<file path="config.mk">
export PLATFORM = sky130hd
export DESIGN_NAME = kron_sched
export DESIGN_NICKNAME = d
export VERILOG_FILES = /design/src/rtl/kron_sched.sv
export SDC_FILE = /design/constraint.sdc
export NUM_CORES = 1
export LEC_CHECK = 0
export CAP_MARGIN = 15
export CORE_UTILIZATION = 40
export CTS_CLUSTER_DIAMETER = 120
export DETAILED_ROUTE_END_ITERATION = 10
export PLACE_DENSITY = 0.79
export RECOVER_POWER = 50
export SYNTH_ARGS = -nofsm -noshare
export SYNTH_HDL_FRONTEND = slang
export SYNTH_SLANG_ARGS = --single-unit
</file>
<file path="constraint.sdc">
create_clock -name clk -period 4.5 [get_ports clk]
set_input_delay 0.9 -clock clk [delete_from_list [all_inputs] [get_ports clk]]
set_output_delay 0.9 -clock clk [all_outputs]
set_load 0.005 [all_outputs]
</file>
<file path="src/rtl/kron_sched.sv">
// Purpose: round-robin front end for a masked kronecker_d2 unit; issues 3-share bytes and collects results in a FWFT FIFO.
// Latency: a request issued at edge E is pushed at edge E+LAT+1; rsp_valid rises the cycle after the push.
// Backpressure: issue needs fresh randomness and a credit (FIFO entries + inflight < DEPTH), so a stalled consumer throttles requesters.
module kron_sched #(
  parameter int LAT   = 4,
  parameter int DEPTH = 4
) (
  input  logic        clk,
  input  logic        rst,
  input  logic        req0_valid,
  input  logic [23:0] req0_data,
  output logic        req0_ready,
  input  logic        req1_valid,
  input  logic [23:0] req1_data,
  output logic        req1_ready,
  input  logic [20:0] rnd_in,
  input  logic        rnd_valid,
  input  logic [23:0] idle_fill,
  output logic [23:0] kron_inp,
  output logic [20:0] kron_rnd,
  input  logic [2:0]  kron_out,
  output logic        rsp_valid,
  output logic        rsp_id,
  output logic [2:0]  rsp_out,
  input  logic        rsp_ready
);

  localparam int AW = (DEPTH > 1) ? $clog2(DEPTH) : 1;
  localparam int CW = AW + 1;

  logic          last_q, last_d;
  logic [23:0]   kron_inp_q, kron_inp_d;
  logic [20:0]   kron_rnd_q, kron_rnd_d;
  logic [LAT:0]  sh_vld_q, sh_vld_d;
  logic [LAT:0]  sh_id_q, sh_id_d;
  logic [3:0]    mem_q [DEPTH];
  logic [3:0]    mem_d [DEPTH];
  logic [AW-1:0] wr_ptr_q, wr_ptr_d;
  logic [AW-1:0] rd_ptr_q, rd_ptr_d;
  logic [CW-1:0] cnt_q, cnt_d;

  logic [7:0]    inflight;
  logic          credit;
  logic          grant0, grant1;
  logic          hs0, hs1, issue;
  logic          push, pop;

  // Credit: everything in the shadow pipe plus everything parked in the FIFO must fit in DEPTH.
  always_comb begin
    inflight = '0;
    for (int i = 0; i <= LAT; i++) begin
      inflight = inflight + 8'(sh_vld_q[i]);
    end
    credit = (8'(cnt_q) + inflight) < 8'(DEPTH);
  end

  // Round-robin grant; last_q=1 means req1 was served last, so req0 wins a tie.
  always_comb begin
    grant0     = req0_valid & (~req1_valid | last_q);
    grant1     = req1_valid & (~req0_valid | ~last_q);
    req0_ready = grant0 & rnd_valid & credit & ~rst;
    req1_ready = grant1 & rnd_valid & credit & ~rst;
    hs0        = req0_valid & req0_ready;
    hs1        = req1_valid & req1_ready;
    issue      = hs0 | hs1;
    push       = sh_vld_q[LAT];
    rsp_valid  = (cnt_q != '0) & ~rst;
    pop        = rsp_valid & rsp_ready;
  end

  // Next state: the unit always sees fresh shares (request or filler) and fresh randomness.
  always_comb begin
    last_d     = issue ? hs1 : last_q;
    kron_inp_d = idle_fill;
    if (hs0) begin
      kron_inp_d = req0_data;
    end else if (hs1) begin
      kron_inp_d = req1_data;
    end
    kron_rnd_d = rnd_in;
    sh_vld_d   = {sh_vld_q[LAT-1:0], issue};
    sh_id_d    = {sh_id_q[LAT-1:0], hs1};

    mem_d    = mem_q;
    wr_ptr_d = wr_ptr_q;
    rd_ptr_d = rd_ptr_q;
    cnt_d    = cnt_q;
    if (push) begin
      mem_d[wr_ptr_q] = {sh_id_q[LAT], kron_out};
      wr_ptr_d        = wr_ptr_q + AW'(1);
    end
    if (pop) begin
      rd_ptr_d = rd_ptr_q + AW'(1);
    end
    case ({push, pop})
      2'b10:   cnt_d = cnt_q + CW'(1);
      2'b01:   cnt_d = cnt_q - CW'(1);
      default: cnt_d = cnt_q;
    endcase
  end

  // Control state; reset drops anything still in flight so it never reaches the FIFO.
  always_ff @(posedge clk) begin
    if (rst) begin
      last_q     <= 1'b1;
      kron_inp_q <= '0;
      kron_rnd_q <= '0;
      sh_vld_q   <= '0;
      sh_id_q    <= '0;
      wr_ptr_q   <= '0;
      rd_ptr_q   <= '0;
      cnt_q      <= '0;
    end else begin
      last_q     <= last_d;
      kron_inp_q <= kron_inp_d;
      kron_rnd_q <= kron_rnd_d;
      sh_vld_q   <= sh_vld_d;
      sh_id_q    <= sh_id_d;
      wr_ptr_q   <= wr_ptr_d;
      rd_ptr_q   <= rd_ptr_d;
      cnt_q      <= cnt_d;
    end
  end

  // Response storage holds output shares exactly as delivered; validity lives in cnt_q.
  always_ff @(posedge clk) begin
    mem_q <= mem_d;
  end

  assign kron_inp = kron_inp_q;
  assign kron_rnd = kron_rnd_q;
  assign rsp_id   = mem_q[rd_ptr_q][3];
  assign rsp_out  = mem_q[rd_ptr_q][2:0];

endmodule

</file>
Word-level counts from Yosys, hierarchy flattened
Index checks and enable logic that the tools add are counted.
{ "classes": {"addsub": 9, "magnitude_cmp": 4, "eq_ne": 2, "muxes": 9, "n_bitwise": 21, "reduce_logical": 3} }
{ "op_table": {"columns": ["cell", "n"], "rows": [
  ["24-bit 2-to-1 mux", 2],
  ["16-bit bitwise mux", 1],
  ["1-bit bitwise AND", 12],
  ["4-bit 2-to-1 mux", 3],
  ["4-bit binary-select mux with 2-bit select", 1],
  ["4-bit demux with 2-bit select", 1],
  ["3-bit by 5-bit adder with 6-bit output", 1],
  ["3-bit greater-or-equal comparator (second input constant)", 2],
  ["6-bit by 3-bit less-than comparator with 1-bit output (second input constant)", 1],
  ["2-bit NOT with 3-bit output", 2],
  ["3-bit case mux with 2 select lines", 1],
  ["4-bit by 1-bit adder with 5-bit output", 1],
  ["2-bit by 1-bit adder with 2-bit output (second input constant)", 2],
  ["3-bit by 1-bit adder with 4-bit output", 1],
  ["1-bit NOT", 4],
  ["2-bit by 1-bit adder with 3-bit output", 1],
  ["3-bit by 1-bit adder with 3-bit output (second input constant)", 1],
  ["3-bit by 1-bit less-than comparator with 1-bit output (second input constant)", 1],
  ["1-bit OR", 3],
  ["3-bit nonzero test", 1],
  ["3-bit by 1-bit subtractor with 3-bit output (second input constant)", 1],
  ["1-bit by 1-bit adder with 2-bit output", 1],
  ["2-bit by 1-bit equality test with 1-bit output (second input constant)", 1],
  ["2-bit equality test (second input constant)", 1],
  ["other kinds (2)", 2]
]} }
{ "word_totals": {"register_bits": 79, "input_bits": 102, "elab_cells": 60} }

Longest topological paths before layout
{ "depth": {"depth_word": 11, "ltp_mapped": 9, "mapped_depth_nobuf": 8} }

Worst setup path after synthesis
OpenSTA, ideal clock, no wires.
{ "synth_path": {"kind": "flip-flop to output port", "from": "register sh_vld_q[0]", "to": "output port req0_ready", "arrival_time_ns": 2.254, "t_required_ns": 3.600, "setup_slack_ns": 1.346, "stages_incl_launch_ff": 10, "path_buffers": 2, "cell_sequence": "dfxtp_1 fa_1 fa_1 ha_1 nand3_1 nand3_4 or2_1 buf_6 buf_6 inv_1"} }
{ "synth_via": {"elab_chain_cells": 8} }
{ "synth_lines": {"columns": ["element", "line", "text"], "rows": [
  ["from (decl)", "34", "logic [LAT:0] sh_vld_q, sh_vld_d;"],
  ["from (signal assigned)", "117", "sh_vld_q <= sh_vld_d;"],
  ["1-bit by 1-bit adder with 2-bit output", "52", "inflight = inflight + 8'(sh_vld_q[i]);"],
  ["2-bit by 1-bit adder with 3-bit output", "52", null],
  ["3-bit by 1-bit adder with 4-bit output", "52", null],
  ["4-bit by 1-bit adder with 5-bit output", "52", null],
  ["3-bit by 5-bit adder with 6-bit output", "54", "credit = (8'(cnt_q) + inflight) < 8'(DEPTH);"],
  ["6-bit by 3-bit less-than comparator with 1-bit output", "54", null],
  ["1-bit bitwise AND (2 in a row)", "61", "req0_ready = grant0 & rnd_valid & credit & ~rst;"],
  ["to (decl)", "12", "output logic req0_ready,"]
]} }
No other way between the ends.

Worst setup path in the final report
Same ends and word-level chain as after synthesis.

==> flow_metrics.env <==
export IMPL_portBuffers=153
export IMPL_postCtsSetupBuffers=0
export IMPL_clk_latency_ns=0.33
export IMPL_setup_worst_path_class="reg2out"
export IMPL_hold_buffers=0
export IMPL_clk_pin_slew_ns=0.07
export IMPL_crit_chain="fa_1 > fa_1 > ha_1 > nand3_1 > nand3_4 > or2_1 > inv_1 > clkdlybuf4s50_1"
export IMPL_cpMostUsedCell="fa_1"
export IMPL_die_height_um=91.3
export IMPL_cpMaxStageDelayCell="fa_1"
export IMPL_avgViaCountPerCell=4.72
export IMPL_fin_nets=545
export IMPL_start_kind="flip-flop"
export IMPL_synth_ff_type="dfxtp_1"
export IMPL_cts_htree_levels=3
export IMPL_drive_gt1_share_pct=10.5
export IMPL_cap_violations=1
export IMPL_core_um2=7730
export IMPL_rsz0062_at_grt="no"
export IMPL_synth_yosys_seq_area_share_pct=54.5
export IMPL_syn_cell_area_um2=3190
export IMPL_syn_num_nets=396
export IMPL_boundaryPins=154
export IMPL_syn_avg_cell_area_um2=11.3
export IMPL_ys_ff_latch=79
export IMPL_ant_nets=0
export IMPL_cts_tree="yes"
export IMPL_final_setup_worst_slack_ns=0.460
export IMPL_finalHoldViolations=0
export IMPL_postCtsResizedCells=0
export IMPL_violations="max-capacitance violations, max-slew violations"
export IMPL_grt_pass1_vias=2544
export IMPL_power_density_nw_per_um2=305
export IMPL_layout_min_cycle_time_ns=4.04
export IMPL_ff_latch_area_um2=1740
export IMPL_tightest_slew_ns=2.72
export IMPL_slew_violations=56
export IMPL_initial_utilization_pct=41.3
export IMPL_critPathRequiredTime_ns=3.60
export IMPL_max_freq_mhz=248
export IMPL_yosys_area_top_type_share_pct=39.5
export IMPL_clock_sinks=79
export IMPL_dr_first_iter_drc_count=51
export IMPL_n_antenna_cell=0
export IMPL_dp_slack_ns=0.781
export IMPL_grt_max_degree=56
export IMPL_grt_pass1_wl_mm=11.9
export IMPL_synth_async_reset_ratio_pct=0
export IMPL_die_area_um2=8340
export IMPL_setup_viol=0
export IMPL_drc=0
export IMPL_wl_mm=7.25
export IMPL_antenna_found_initial=0
export IMPL_max_slew_margin_rel_pct=-81.0
export IMPL_cts_root_buf="clkbuf_8"
export IMPL_grt_remaining_overflow=0
export IMPL_synthCells=283
export IMPL_area_delta_synth_final_pct=56.0
export IMPL_dr_pass1_iters=4
export IMPL_power_leakage_nw=1.86
export IMPL_finalClockSkew_ns=0.0112
export IMPL_core_rowCount=32
export IMPL_clockBufferDepth=2
export IMPL_worstPathArrival_ns=3.14
export IMPL_place_hpwl_mm=5.40
export IMPL_ys_warn_count=0
export IMPL_synthTopCellsByArea="dfxtp_1, edfxtp_1, a311oi_2"
export IMPL_synth_edf_count=16
export IMPL_slowest_delay_ns=0.49
export IMPL_track_usage_pct=18.2
export IMPL_multi_input_area_um2=1310
export IMPL_numCtsBuffers=9
export IMPL_fin_setup_tns_ns=0
export IMPL_fin_crit_sh_pct=89.8
export IMPL_hp_class="reg2reg"
export IMPL_wl_per_cell_um=13.4
export IMPL_vias=2544
export IMPL_crit_path_end_kind="output pin"
export IMPL_die_x_um=91.3
export IMPL_cp_max_fo=25
export IMPL_ir_drop_v=0.000178
export IMPL_synth_top_area_cell="dfxtp_1"
export IMPL_gp_congestion=0.769
export IMPL_n_fill_cell=607
export IMPL_status="complete, but fails checks"
export IMPL_synth_cell_types=35
-- per-layer routing --
metal,track usage [%],vias up,part of all wire [%]
met1,20.2,1153,39
li1,-,1273,-
met3,6.87,15,8.6
met5,0,-,0
met2,31.6,103,51
met4,6.61,0,2.1
-- registers in the layout, indices dropped and copies added (netlist names) --
register,cells
kron_inp,24
kron_rnd,21
sh_id_q,5
rd_ptr_q,2
sh_vld_q,5
cnt_q,3
mem_q,16
wr_ptr_q,2
last_q,1
-- synth_stat cells, drive strengths merged, types with 3 or more instances --
| library cell | n |
|---|---|
| dfxtp | 63 |
| nand2 | 50 |
| nor2b | 30 |
| nor3 | 26 |
| a311oi | 24 |
| edfxtp | 16 |
| clkbuf | 13 |
| inv | 9 |
| ha | 8 |
| nor2 | 7 |
| buf | 6 |
| and2 | 4 |
| mux4 | 4 |
| fa | 3 |
-- final cells by class --
class / count / area share, %
inverters: 10 / 0.779
multi-input cells: 175 / 26.4
well taps: 102 / 2.56
flip-flops and latches: 79 / 35.0
clock buffers: 13 / 3.39
repair buffers: 157 / 31.1
clock inverters: 3 / 0.804
-- where the power goes --
part | internal, mW | switching (mW) | leakage [nW] | total, mW
Sequential | 0.750 | 0.00853 | 0.662 | 0.759
Clock | 0.301 | 0.238 | 0.109 | 0.539
Combinational | 0.149 | 0.0744 | 1.08 | 0.224
-- cell usage in the layout, fill, tap and decap left out, types with 2 or more instances in the layout --
cell,instances
a21oi_1,2
a311oi_1,6
a311oi_2,18
and2_0,4
buf_4,3
clkbuf_1,3
clkbuf_8,12
clkdlybuf4s50_1,140
clkinv_2,3
dfxtp_1,63
dlygate4sd3_1,12
edfxtp_1,16
fa_1,3
ha_1,8
inv_1,9
mux2i_1,2
mux4_2,4
nand2_1,50
nor2_1,7
nor2b_1,29
nor3_1,25
xnor2_1,2
xor2_1,2
-- stage by stage --
step                util, %  cells  hold WS, ns  area, um2  total power [mW]
finish                 64.5    539        0.435       4980              1.52
detailed placement     61.8    523        0.427       4780              1.00
global placement       61.8    523        0.416       4780              1.00
global route           64.5    539        0.458       4980              1.59
floorplan                 -    283        0.414       3190             0.847
CTS                    64.5    539        0.443       4990              1.54
-- worst max-delay path, delay by kind of cell, from the launching register on --
| family | cells | cell delay (ns) |
|---|---|---|
| simple gates | 3 | 0.77 |
| flops | 1 | 0.33 |
| buf+inv | 2 | 0.55 |
| fa+ha+maj | 3 | 1.17 |
-- worst paths after layout --
check | from | to | slack, ns | depth (start not counted)
max reg2reg | sh_vld_q[0] | last_q | 1.54 | 8
max | sh_vld_q[0] | req0_ready | 0.46 | 8
min | sh_id_q[2] | sh_id_q[3] | 0.44 | 1
min reg2reg | sh_id_q[2] | sh_id_q[3] | 0.44 | 1
-- kinds of logic after synthesis --
family / share of synthesized area (%)
DFF: 54.5
AOI/OAI and AO/OA: 11.2
buffers and inverters: 4.43
and+or+nand+nor: 20.2
muxes: 3.45
xor gates and xnor gates: 1.10
adders and majority gates: 5.02
No activity file was read; power rests on OpenSTA's default activity.
==> RTL edit 1 (config.mk and constraints unchanged) <==
Set the parameter `LAT` to 5 (it was 4).
--- a/src/rtl/kron_sched.sv
+++ b/src/rtl/kron_sched.sv
@@ -2,7 +2,7 @@
 // Latency: a request issued at edge E is pushed at edge E+LAT+1; rsp_valid rises the cycle after the push.
 // Backpressure: issue needs fresh randomness and a credit (FIFO entries + inflight < DEPTH), so a stalled consumer throttles requesters.
 module kron_sched #(
-  parameter int LAT   = 4,
+  parameter int LAT   = 5,
   parameter int DEPTH = 4
 ) (
   input  logic        clk,
Behaviour: not the same (a bounded check fails within 10 cycles, from zero or initial values and one cycle with rst high).
==> RTL edit 1 against the original RTL <==
Critical endpoint unchanged; sequential cell count up 2; core utilization down 0.49 points; largest power group unchanged; total power up 7.5%; area after synthesis up 8.9%; clock power up 13%; sequential power up 2%; combinational power up 11%; cell area up 6.6%; clock skew up 6.0 ps; worst setup slack better by 130 ps; count of clock-buffer cells in the layout down 1; cell count up 7.2%; worst hold slack better by 1.3 ps; wire length up 12%; the run still ends with max-capacitance violations, max-slew violations left.
==> RTL edit 1: results (changes against the original RTL) <==
[power_and_ir_drop]
clkPwrFrac=0.374  ; +0.020
pwr-share-seq=0.474  ; -0.025
powerDensity_mw_per_mm2=308  ; +0.87%
p_sw_frac=0.213  ; +0.00212

[logic_synthesis]
synth_commonest_cells=dfxtp_1, inv_1, nor2b_1
syn_area_mm2=0.00348  ; +8.9%
synth_area_leaders=dfxtp_1, edfxtp_1, a221oi_2, nor2b_1, and2_1
syn_inst=318  ; +12%

[timing]
fin_skew_ps=17.2  ; +6.02 ps
report.final.slew_viol_count=59  ; +5.4%

[detailed_routing]
drt_iter0_markers=44  ; -14%
wl_met3_um=810  ; +31%
wl_met2_mm=3.91  ; +6.2%
wire_per_inst_um=14.0  ; +4.3%
totalWireLength_mm=8.11  ; +12%

[cells_and_area]
nFlopsAndLatches=81  ; +2.5%
seq_share=0.336  ; -0.0140
clkCellAreaFrac=0.0450  ; +0.00307
clkbuf_count=12  ; -1
fillerInstances=680  ; +12%
multi_input_cells=181  ; +3.4%

[place]
place_area_mm2=0.00508  ; +6.2%
dp_cells=562  ; +7.5%
place_ws_ps=927  ; +147 ps
gp_congestion=0.763  ; -0.86%

[global_route]
grt_util_met1=0.212  ; +0.00924
grt_max_degree=59  ; +5.4%
grt_pass1_wl_mm=13.1  ; +10%

[outcome]
violations=max-capacitance violations, max-slew violations
run_status=finished with violations

[job]
max-cap-violations=1  ; unchanged

RTL edit 1: changes by cell type in the layout (fill, tap and decap cells not counted), moves of 18 or more:
cell and delta:
a221oi_2 +20, a311oi_2 -18, and2_1 +24, inv_1 +25, nand2_1 -47, nor3_1 -24, o21ai_0 +29
RTL edit 1: path summary, 6_finish.rpt:
| kind | cells past startpoint | end | startpoint | slack, ps |
|---|---|---|---|---|
| max | 10 | req0_ready | sh_vld_q[0] | 590 |
| min | 1 | sh_id_q[2] | sh_id_q[1] | 440 |
| max reg2reg | 11 | kron_inp[23] | sh_vld_q[0] | 1520 |
| min reg2reg | 1 | sh_id_q[2] | sh_id_q[1] | 440 |
RTL edit 1: cells by family after synthesis:
group	after synthesis	synth area share
buffers and inverters	56	0.0695
XOR/XNOR	4	0.0101
AND/OR/NAND/NOR	80	0.135
AO/OA/AOI/OAI	79	0.192
multiplexers	6	0.0317
adder cells (fa/ha/maj)	12	0.0497
flip-flops	81	0.513
==> RTL edit 2 (config.mk and constraints unchanged) <==
Without the edit above. `sh_id_q` no longer has a reset.
--- a/src/rtl/kron_sched.sv
+++ b/src/rtl/kron_sched.sv
@@ -106,7 +106,6 @@
       kron_inp_q <= '0;
       kron_rnd_q <= '0;
       sh_vld_q   <= '0;
-      sh_id_q    <= '0;
       wr_ptr_q   <= '0;
       rd_ptr_q   <= '0;
       cnt_q      <= '0;
@@ -115,11 +114,14 @@
       kron_inp_q <= kron_inp_d;
       kron_rnd_q <= kron_rnd_d;
       sh_vld_q   <= sh_vld_d;
-      sh_id_q    <= sh_id_d;
       wr_ptr_q   <= wr_ptr_d;
       rd_ptr_q   <= rd_ptr_d;
       cnt_q      <= cnt_d;
     end
+  end
+
+  always_ff @(posedge clk) begin
+    sh_id_q <= sh_id_d;
   end
 
   // Response storage holds output shares exactly as delivered; validity lives in cnt_q.
Check against the original RTL: no difference found for any inputs over 10 cycles, from zero or initial values and one cycle with rst high; that may be too few to reach the edited logic, so the function may still have changed.
==> RTL edit 2 against the original RTL <==
Area after synthesis shrank 1.6%; worst setup slack better by 290 ps; sequential share of layout area increased by 0.63 points; non-clock buffer count grew 1; maximum frequency is 7.9% higher; cell area down 1.8%; total power decreased by 6.5%; via count fell by 0.35%; highest routed layer unchanged; sequential cell count is the same; worst hold slack lost 110 ps; clock skew down 6.2 ps; first-iteration DRC count grew 88%; wire length is 5.1% higher.
==> RTL edit 2: results (changes against the original RTL) <==
[timing]
tightest_slew_ps=695  ; -2020 ps
fin_skew_ps=5.02  ; -6.15 ps

[place]
place_ws_ps=1050  ; +272 ps
gp_congestion=0.749  ; -2.7%
dpl.hpwl_mm=5.59  ; +3.4%
place_area_mm2=0.00473  ; -0.92%

[setup_path]
worst_ep_arrival_time_ps=2850  ; -290 ps
critical_path.slowest_cell=clkdlybuf4s50_1
cp_max_fo=2  ; -92%

[global_route]
grt_max_degree=60  ; +7.1%
grt_pass1_wl_mm=12.5  ; +5.2%
grt_pass1_vias=2567  ; +0.90%
grtUsageTotal=0.196  ; +0.0146

[outcome]
run_status=finished, final reports clean

[logic_synthesis]
synth_commonest_cells=dfxtp_1, nand2_1, nor2b_1, nor3_1, a311oi_2
synth_fp_nets=391  ; -1.3%
synth_cell_types=34  ; -2.9%
synth_area_leaders=dfxtp_1, edfxtp_1, a311oi_2, nand2_1, nor2b_1

[cells_and_area]
fin_cells=533  ; -1.1%
nets=542  ; -0.55%
fillerInstances=606  ; -0.16%
drive_gt1_frac=0.111  ; +0.00534

[power_and_ir_drop]
p_leak_nw=1.84  ; -0.92%
ir_drop_mv=0.164  ; -8.0%
powerDensity_mw_per_mm2=291  ; -4.8%

[detailed_routing]
dr_total_vias=2535  ; -0.35%
drt_iter0_markers=96  ; +88%

[RTL edit 2: changes by cell type in the layout (fill, tap and decap cells not counted), sizes merged]
cell / change
bufinv: -1
clkinvlp: +1
nor2b: -4
dlygate4sd3: -1
inv: +1
clkdlybuf4s50: +1
clkbuf: -2
buf: +2
[RTL edit 2: cells by family (layout without fill, tap and decap cells)]
family | count (synthesis) | count (layout) | synth area share
mux | 6 | 6 | 0.0351
xor+xnor | 4 | 4 | 0.0112
simple gates | 120 | 120 | 0.191
compound gates | 30 | 30 | 0.114
buf+inv | 28 | 184 | 0.0430
flops | 79 | 79 | 0.555
fa+ha+maj | 11 | 11 | 0.0510
[RTL edit 2: path summary, 6_finish.rpt]
check,startpoint,to,slack (ps),depth (start not counted)
max,sh_vld_q[0],req0_ready,750,8
min,sh_id_q[3],sh_id_q[4],330,0
max reg2reg,sh_vld_q[0],kron_inp[2],1680,9
min reg2reg,sh_id_q[3],sh_id_q[4],330,0
[RTL edit 2: report_power, final]
part	internal (mW)	switching (mW)
logic	0.148	0.0734
clock network	0.204	0.238
registers	0.751	0.00878
total	1.10	0.320
[RTL edit 2: metal layers]
| layer | track usage | part of all wire | up-vias |
|---|---|---|---|
| met4 | 0.0780 | 0.024 | 0 |
| met1 | 0.223 | 0.41 | 1147 |
| li1 | - | - | 1260 |
| met3 | 0.0732 | 0.088 | 14 |
| met2 | 0.333 | 0.48 | 114 |
| met5 | 0 | 0 | - |
[RTL edit 2: area by class of cell]
| class | instances | share of cell area |
|---|---|---|
| clock buffer | 12 | 0.0284 |
| tap | 99 | 0.0253 |
| inverter | 10 | 0.00767 |
| timing repair buffer | 158 | 0.319 |
| clock inverter | 4 | 0.00460 |
| sequential | 79 | 0.356 |
| multi-input combinational | 171 | 0.259 |
